### src/rtl/pakout_io.sv
// Packetizer for the transmit end of the packet-in link: messages arrive on a 4-phase channel,
// queue in a small FIFO, and leave as TOT_PKS packets of PSZ bits on a 4-phase packet channel.
module pakout_io #(
  parameter int PSZ = 4,
  parameter int FSZ = 4,
  parameter int ASZ = 6,
  parameter int DSZ = 4,
  parameter int RSZ = 4
) (
  input  logic           clk,
  input  logic           reset,
  input  logic [ASZ-1:0] i0_src,
  input  logic [ASZ-1:0] i0_dst,
  input  logic [DSZ-1:0] i0_dat,
  input  logic [RSZ-1:0] i0_red,
  input  logic           i0_req,
  output logic           i0_ack,
  output logic [PSZ-1:0] o0_pakio,
  output logic           o0_req,
  input  logic           o0_ack
);

  localparam int MSG_SZ  = 2*ASZ + DSZ + RSZ;
  localparam int TOT_PKS = (MSG_SZ / PSZ) + 1;
  localparam int SH_SZ   = TOT_PKS * PSZ;
  localparam int AW      = $clog2(FSZ);
  localparam int IW      = (TOT_PKS > 1) ? $clog2(TOT_PKS) : 1;

  localparam logic [2:0] S_IDLE    = 3'd0;
  localparam logic [2:0] S_LOAD    = 3'd1;
  localparam logic [2:0] S_SEND    = 3'd2;
  localparam logic [2:0] S_WAIT_HI = 3'd3;
  localparam logic [2:0] S_WAIT_LO = 3'd4;

  logic              r_ireq_s1, r_ireq_s2;
  logic              r_oack_s1, r_oack_s2;
  logic              r_i0_ack;
  logic              r_o0_req;
  logic [PSZ-1:0]    r_pakio;
  logic [AW:0]       r_wptr, r_rptr;
  logic [MSG_SZ-1:0] r_mem [FSZ];
  logic [SH_SZ-1:0]  r_shift;
  logic [IW-1:0]     r_idx;
  logic [2:0]        r_state;

  logic w_full, w_empty, w_wr, w_pop;

  assign w_empty = (r_wptr == r_rptr);
  assign w_full  = (r_wptr[AW] != r_rptr[AW]) && (r_wptr[AW-1:0] == r_rptr[AW-1:0]);
  assign w_wr    = r_ireq_s2 && !r_i0_ack && !w_full;
  assign w_pop   = (r_state == S_LOAD);

  assign i0_ack   = r_i0_ack;
  assign o0_req   = r_o0_req;
  assign o0_pakio = r_pakio;

  always_ff @(posedge clk) begin
    if (reset) begin
      r_ireq_s1 <= 1'b0;
      r_ireq_s2 <= 1'b0;
      r_oack_s1 <= 1'b0;
      r_oack_s2 <= 1'b0;
    end else begin
      r_ireq_s1 <= i0_req;
      r_ireq_s2 <= r_ireq_s1;
      r_oack_s1 <= o0_ack;
      r_oack_s2 <= r_oack_s1;
    end
  end

  // Input handshake; a full FIFO simply withholds the ack until a slot opens.
  always_ff @(posedge clk) begin
    if (reset) begin
      r_i0_ack <= 1'b0;
      r_wptr   <= '0;
    end else if (w_wr) begin
      r_i0_ack <= 1'b1;
      r_wptr   <= r_wptr + 1'b1;
    end else if (!r_ireq_s2 && r_i0_ack) begin
      r_i0_ack <= 1'b0;
    end
  end

  always_ff @(posedge clk) begin
    if (w_wr) r_mem[r_wptr[AW-1:0]] <= {i0_red, i0_dat, i0_dst, i0_src};
  end

  always_ff @(posedge clk) begin
    if (reset) r_rptr <= '0;
    else if (w_pop) r_rptr <= r_rptr + 1'b1;
  end

  // Packets leave from the bottom of the shift register; it moves one packet per WAIT_LO exit.
  always_ff @(posedge clk) begin
    if (reset) begin
      r_state  <= S_IDLE;
      r_o0_req <= 1'b0;
      r_pakio  <= '0;
      r_shift  <= '0;
      r_idx    <= '0;
    end else begin
      case (r_state)
        S_IDLE: if (!w_empty) r_state <= S_LOAD;
        S_LOAD: begin
          r_shift <= SH_SZ'(r_mem[r_rptr[AW-1:0]]);
          r_idx   <= '0;
          r_state <= S_SEND;
        end
        S_SEND: if (!r_oack_s2) begin
          r_pakio  <= r_shift[PSZ-1:0];
          r_o0_req <= 1'b1;
          r_state  <= S_WAIT_HI;
        end
        S_WAIT_HI: if (r_oack_s2) begin
          r_o0_req <= 1'b0;
          r_state  <= S_WAIT_LO;
        end
        S_WAIT_LO: if (!r_oack_s2) begin
          if (r_idx == IW'(TOT_PKS-1)) begin
            r_state <= w_empty ? S_IDLE : S_LOAD;
          end else begin
            r_idx   <= r_idx + IW'(1);
            r_shift <= r_shift >> PSZ;
            r_state <= S_SEND;
          end
        end
        default: r_state <= S_IDLE;
      endcase
    end
  end

endmodule
### config.mk
export PLATFORM = sky130hd
export DESIGN_NAME = pakout_io
export DESIGN_NICKNAME = d
export VERILOG_FILES = /design/src/rtl/pakout_io.sv
export SDC_FILE = /design/constraint.sdc
export NUM_CORES = 1
export LEC_CHECK = 0
export ABC_AREA = 0
export ABC_CLOCK_PERIOD_IN_PS = 3850
export CAP_MARGIN = 20
export CORE_ASPECT_RATIO = 2
export CORE_UTILIZATION = 63
export DETAILED_ROUTE_END_ITERATION = 16
export PLACE_DENSITY = 0.95
export SETUP_SLACK_MARGIN = 0.4
export SYNTH_ARGS = -nofsm -noshare
export SYNTH_HDL_FRONTEND = slang
export SYNTH_SLANG_ARGS = --single-unit
### constraint.sdc
create_clock -name clk -period 3.85 [get_ports clk]
set_clock_uncertainty 0.1 [all_clocks]
set_input_delay 0.5775 -clock clk [delete_from_list [all_inputs] [get_ports clk]]
set_output_delay 0.5775 -clock clk [all_outputs]
set_load 0.05 [all_outputs]
==> impl_metrics.py, run 1 <==
metrics = {
    "run_status": {
        "status": "completed",
    },
    "timing": {
        "grt_setup_unrepaired": "false",
        "finalHoldViolCount": 0,
        "finalSetupViolCount": 0,
        "clock.fmax_mhz": 375.6,
        "fin_tns_setup_ns": 0,
        "hold_ws_ns": 0.3408,
        "layout_min_cycle_time_ns": 2.662,
        "worst_pin_slew_ns": 1.037,
        "period_share_pct": 69.15,
        "slew_viol_final": 0,
        "maxSlewHeadroom_pct": 30.84,
    },
    "die": {
        "dieHeight_um": 125.5,
        "io_pins": 30,
        "dieArea_um2": 8001,
        "core_um2": 7322,
        "initial_core_util_pct": 65.62,
        "rows": 44,
        "die_w_um": 63.75,
    },
    "power": {
        "p_leak_nw": 1.931,
        "seq_power_share_pct": 43.9,
        "power_switching_uw": 897.6,
        "max-vdd-ir-drop_uv": 559.6,
        "p_per_area_nw_per_um2": 636.5,
        "pwr-share-clk_pct": 40.5,
        "combinationalPowerShare_pct": 15.6,
        "sw_frac_of_total_pct": 24.87,
        "intPower_mw": 2.712,
    },
    "yosys": {
        "ys_types": 36,
        "yosysWarnings": 0,
        "syn-num-nets": 348,
        "syn_avg_cell_area_um2": 15.16,
        "synth_seq_area_share_pct": 68.33,
        "synth_ff_type": "edfxtp_1",
        "async_reset_ff_share_pct": 0,
        "synth-seq-cells": 124,
        "synth_edf_count": 80,
        "syn_inst": 317,
        "synth_area_um2": 4805,
    },
    "clock_tree": {
        "cts_tree": "built",
        "clock_path_buffers": 2,
        "cts-resized-gates": 0,
        "cts_hold_buf": 0,
        "clk_latency_ns": 0.41,
        "cts_setup_buffers": 0,
        "clk_pin_slew_ns": 0.05,
        "cts_sinks": 124,
        "cts_root_buf": "clkbuf_16",
        "h-tree-depth": 4,
        "cts_inserted_buffers": 17,
    },
    "setup_path": {
        "worst-path-buf-inv": 0,
        "required_ns": 3.78,
        "cp-start-kind": "flop",
        "startpoint": "r_wptr[1]",
        "worst_path_dominant_cell_family": "simple AND/OR/NAND/NOR gates",
        "path_cells": "xnor2_1, a311oi_2, and2_1",
        "worstSetupPathType": "flop to flop",
        "crit_path_top_delay_cell": "and2_1",
        "cp.arrival_ns": 2.59,
        "cp_slowest_stage_delay_ns": 0.91,
        "end_kind": "flop",
        "regToRegSetupSlack_ns": 1.19,
        "rr_startpoint": "r_wptr[1]",
        "path_max_fanout": 20,
    },
    "route": {
        "vias": 2709,
        "ant_nets": 0,
        "drt_wl_total_mm": 8.818,
        "wl_per_cell_um": 19.38,
        "via_per_inst": 5.954,
        "dr.pass1.iters": 5,
        "drt_iter0_drc": 205,
        "remaining_drc_errors": 0,
    },
    "min_path": {
        "hold_path.class": "flop to flop",
        "hp-start": "r_oack_s1",
    },
    "grt": {
        "grt_max_degree": 44,
        "use_met3_pct": 8.120,
        "antenna_found_initial": 0,
        "met2_usage_pct": 43.37,
        "grt_pass1_vias": 2856,
        "grtUsageTotal_pct": 25.89,
        "grt_pass1_wl_mm": 14.68,
        "grt_overflow": 0,
        "busiest_layer": "met2",
        "grtUsageMet1_pct": 28.91,
    },
    "layout": {
        "area_delta_synth_final_pct": 18.02,
        "seqCellArea_um2": 3283,
        "nets": 381,
        "multi_input_area_um2": 1403,
        "most-common-layout-cells": "80 x edfxtp_1, 44 x dfxtp_1, 36 x nor2_1",
        "final_common_cell": "edfxtp_1",
        "drive_gt1_share_pct": 14.60,
        "num_antenna_cells": 0,
        "n_fill_cell": 391,
    },
    "placement": {
        "place.gp.congestion": 0.7628,
        "hpwlAfterDp_mm": 5.198,
        "port_buffers": 29,
    },
    "flow_run": {
        "maxCapViolCount": 0,
    },
}
metrics by stage:
step                      worst slack (ns)  std cells  total power, mW  instance area (um2)  utilization [%]
after detailed placement             1.241        423            2.161                 5129            70.04
after floorplan                      1.775        317            2.047                 4805                -
after CTS                            1.154        455            3.626                 5670            77.44
final                                1.188        455            3.609                 5670            77.44
after global routing                 1.019        455            3.750                 5670            77.44
after global placement               1.420        423            2.137                 5129            70.04
layer usage:
layer  share of wire, %  vias to the layer above
li1                   -                     1252
met1                 36                     1355
met2                 56                       80
met3                4.0                       22
met4                3.1                        0
met5                  0                        -
power groups by stage:
stage	sequential [mW]	combinational [mW]	clock, mW
final	1.58	0.564	1.46
after global routing	1.60	0.621	1.53
after CTS	1.58	0.568	1.48
after detailed placement	1.61	0.556	0
after global placement	1.60	0.538	0
after floorplan	1.61	0.438	0
worst reg2reg max path: stages, from the launching register on:
cell	delay, ns
dfxtp_1	0.45
xnor2_1	0.18
a311oi_2	0.63
and2_1	0.91
worst paths after layout:
path	to	cells past startpoint
setup reg to reg	r_mem[0][7]	3
hold reg to reg	r_oack_s2	1
hold / removal	r_oack_s2	1
setup / recovery	r_mem[0][7]	3
state kept, by name, summed over array words and instances (netlist names), named ones only:
signal	flops
r_oack_s2	1
r_mem	80
r_idx	3
r_ireq_s1	1
i0_ack	1
r_state	3
r_rptr	3
o0_pakio	4
r_ireq_s2	1
r_wptr	3
r_shift	20
r_oack_s1	1
o0_req	1
synth_stat cells (2+ instances only):
| cell type | n | area (um2) |
|---|---|---|
| and2_1 | 5 | 31.28 |
| a22oi_1 | 4 | 30.03 |
| xor2_1 | 2 | 17.52 |
| mux4_2 | 20 | 450.4 |
| clkbuf_1 | 8 | 30.03 |
| xnor2_1 | 4 | 35.03 |
| mux2i_1 | 8 | 80.08 |
| edfxtp_1 | 80 | 2402 |
| buf_2 | 7 | 35.03 |
| inv_1 | 6 | 22.52 |
| or3_1 | 2 | 12.51 |
| ha_1 | 7 | 87.58 |
| dfxtp_1 | 44 | 880.8 |
| nand2_1 | 22 | 82.58 |
| a211oi_1 | 16 | 120.1 |
| nor2b_1 | 6 | 37.54 |
| o21ai_0 | 2 | 10.01 |
| nor3b_1 | 2 | 15.01 |
| nand3b_1 | 2 | 15.01 |
| a21oi_1 | 19 | 95.09 |
| nor2_1 | 36 | 135.1 |
kinds of logic (layout without fill, tap and decap cells):
group,Yosys count,after routing,synth area share [%]
DFF,124,124,68.33
and+or+nand+nor,80,80,7.890
AOI/OAI and AO/OA,49,49,7.344
muxes,28,28,11.04
buffers and inverters,23,69,2.474
adders and majority gates,7,7,1.823
xor gates and xnor gates,6,6,1.094
area by class of cell:
cell class                      instances  area share, %
Clock inverter                         11          1.787
Multi-Input combinational cell        170          24.74
Sequential cell                       124          57.90
Timing Repair Buffer                   31          5.384
Inverter                                6         0.3972
Tap cell                               92          2.030
Clock buffer                           21          7.767
Note: power is estimated with default switching activity, not from simulation.
==> run 2: changes to the inputs <==
--- a/config.mk
+++ b/config.mk
@@ -6,12 +6,12 @@
 export NUM_CORES = 1
 export LEC_CHECK = 0
 export ABC_AREA = 0
-export ABC_CLOCK_PERIOD_IN_PS = 3850
+export ABC_CLOCK_PERIOD_IN_PS = 2220
 export CAP_MARGIN = 20
 export CORE_ASPECT_RATIO = 2
-export CORE_UTILIZATION = 63
+export CORE_UTILIZATION = 53
 export DETAILED_ROUTE_END_ITERATION = 16
-export PLACE_DENSITY = 0.95
+export PLACE_DENSITY = 0.86
 export SETUP_SLACK_MARGIN = 0.4
 export SYNTH_ARGS = -nofsm -noshare
 export SYNTH_HDL_FRONTEND = slang
==> constraint.sdc (replaced) <==
create_clock -name clk -period 2.22 [get_ports clk]
set_clock_uncertainty 0.1 [all_clocks]
set_input_delay 0.333 -clock clk [delete_from_list [all_inputs] [get_ports clk]]
set_output_delay 0.333 -clock clk [all_outputs]
set_load 0.05 [all_outputs]
==> run 2 against run 1 <==
Via count increased by 3.0%. Non-clock buffer count increased by 14. Global-route usage decreased by 5.1 points. Maximum frequency increased by 51%. Critical path type unchanged. Largest cell class unchanged.
==> impl_metrics.py, run 2 (same netlist as run 1, synthesis figures left out) <==
metrics = {
    "layout": {
        "largest_reg_flops": 80,
        "final_common_cell": "edfxtp_1",
        "nets": 396,
        "drive_gt1_share_pct": 21.96,
        "area_delta_synth_final_pct": 25.70,
        "most-common-layout-cells": "80 x edfxtp_1, 40 x dfxtp_1, 35 x nor2_1",
        "n_fill_cell": 530,
        "num_antenna_cells": 0,
    },
    "die": {
        "io_pins": 30,
        "core_um2": 8708,
        "die_w_um": 69.33,
        "dieArea_um2": 9473,
        "initial_core_util_pct": 55.17,
        "rows": 48,
        "dieHeight_um": 136.7,
    },
    "placement": {
        "place_ws_ns": 0.2189,
        "port_buffers": 29,
        "hpwlAfterDp_mm": 5.251,
        "place.gp.congestion": 0.7746,
    },
    "route": {
        "remaining_drc_errors": 0,
        "vias": 2789,
        "ant_nets": 0,
        "wl_per_cell_um": 18.45,
        "via_per_inst": 5.835,
        "drt_wl_total_mm": 8.818,
        "dr.pass1.iters": 5,
        "drt_iter0_drc": 250,
    },
    "clock_tree": {
        "cts_hold_buf": 0,
        "clock_path_buffers": 2,
        "cts_sinks": 124,
        "clk_latency_ns": 0.40,
        "cts_inserted_buffers": 17,
        "h-tree-depth": 4,
        "clk_pin_slew_ns": 0.05,
        "cts_tree": "built",
        "cts_root_buf": "clkbuf_16",
    },
    "setup_path": {
        "path_max_fanout": 16,
        "cp.arrival_ns": 1.97,
        "worstSetupPathType": "flop to flop",
        "required_ns": 2.43,
        "startpoint": "r_idx[1]",
        "cp-start-kind": "flop",
        "rr_startpoint": "r_idx[1]",
        "end_kind": "flop",
    },
    "flow_run": {
        "maxCapViolCount": 0,
    },
    "grt": {
        "grtUsageTotal_pct": 20.80,
        "use_met3_pct": 5.965,
        "grt_max_degree": 44,
        "antenna_found_initial": 0,
        "grt_pass1_vias": 2918,
        "busiest_layer": "met2",
        "grt_overflow": 0,
        "grt_pass1_wl_mm": 14.49,
        "met2_usage_pct": 37.38,
        "grtUsageMet1_pct": 21.65,
    },
    "timing": {
        "clock.fmax_mhz": 568.4,
        "finalSetupViolCount": 0,
        "maxSlewHeadroom_pct": 58.67,
        "slew_viol_final": 0,
        "grt_setup_unrepaired": "true",
        "fin_tns_setup_ns": 0,
        "worst_pin_slew_ns": 0.6183,
        "layout_min_cycle_time_ns": 1.759,
        "finalHoldViolCount": 0,
        "layout_setup_ws_ns": 0.4606,
        "period_share_pct": 79.25,
    },
    "min_path": {
        "hp-start": "r_ireq_s1",
        "hold_path.class": "flop to flop",
    },
    "power": {
        "max-vdd-ir-drop_uv": 883.2,
        "p_per_area_nw_per_um2": 1155,
        "p_leak_nw": 2.119,
    },
    "run_status": {
        "status": "completed",
    },
}
## run 2: cell count changes in the layout (fill, tap and decap cells not counted), sizes merged
cell	delta
a41oi	+1
clkinvlp	+2
clkinv	-6
clkdlybuf4s50	-6
buf	+14
dlygate4sd2	+6
bufinv	+4
## run 2: metrics by stage
step | cells | power [mW] | util (%) | hold WS (ns) | cell area, um2
5_1_grt | 478 | 7.241 | 69.35 | 0.3593 | 6040
2_1_floorplan | 317 | 3.551 | - | 0.3138 | 4810
3_3_place_gp | 441 | 3.733 | 60.50 | 0.3301 | 5269
6_report | 478 | 6.973 | 69.35 | 0.3462 | 6040
3_5_place_dp | 441 | 3.783 | 60.50 | 0.3270 | 5269
4_1_cts | 476 | 6.976 | 68.85 | 0.3541 | 5996
## run 2: layout make-up
class / count / area [um2] / share of cell area (%)
clock buffers: 21 / 470.5 / 7.790
clock inverters: 11 / 212.7 / 3.522
flip-flops and latches: 124 / 3288 / 54.44
multi-input cells: 171 / 1448 / 23.97
repair buffers: 45 / 473.0 / 7.831
inverters: 6 / 22.52 / 0.3729
well taps: 100 / 125.1 / 2.072
## run 2: final timing paths
check / slack (ns) / endpoint / cells past startpoint
worst max register to register: 0.46 / r_shift[11] / 7
worst min register to register: 0.35 / r_ireq_s2 / 1
worst min-delay path: 0.35 / r_ireq_s2 / 1
worst max-delay path: 0.46 / r_shift[11] / 7
## run 2: what timing repair did
item,4_1_cts,5_1_grt
gates cloned,1,0
setup endpoints to repair,25,102
resized for setup,8,10
buffers inserted,2,2
pin swaps,1,2
## run 2: per-layer routing
layer | part of all wire [%] | vias up
met2 | 56 | 93
met5 | 0 | -
met3 | 4.3 | 24
met1 | 37 | 1382
met4 | 2.7 | 0
li1 | - | 1290
## run 2: power by group
part,switching (mW),internal [mW]
logic,0.580,0.528
registers,0.120,2.63
clock network,0.929,2.19
total,1.63,5.34
## run 2: critical path: stages (launching register included)
cell and delay [ns]:
dfxtp_1 0.37, inv_1 0.06, ha_1 0.19, nand2_2 0.15, a41o_1 0.26, buf_6 0.19, nor2_1 0.08, a211oi_1 0.25
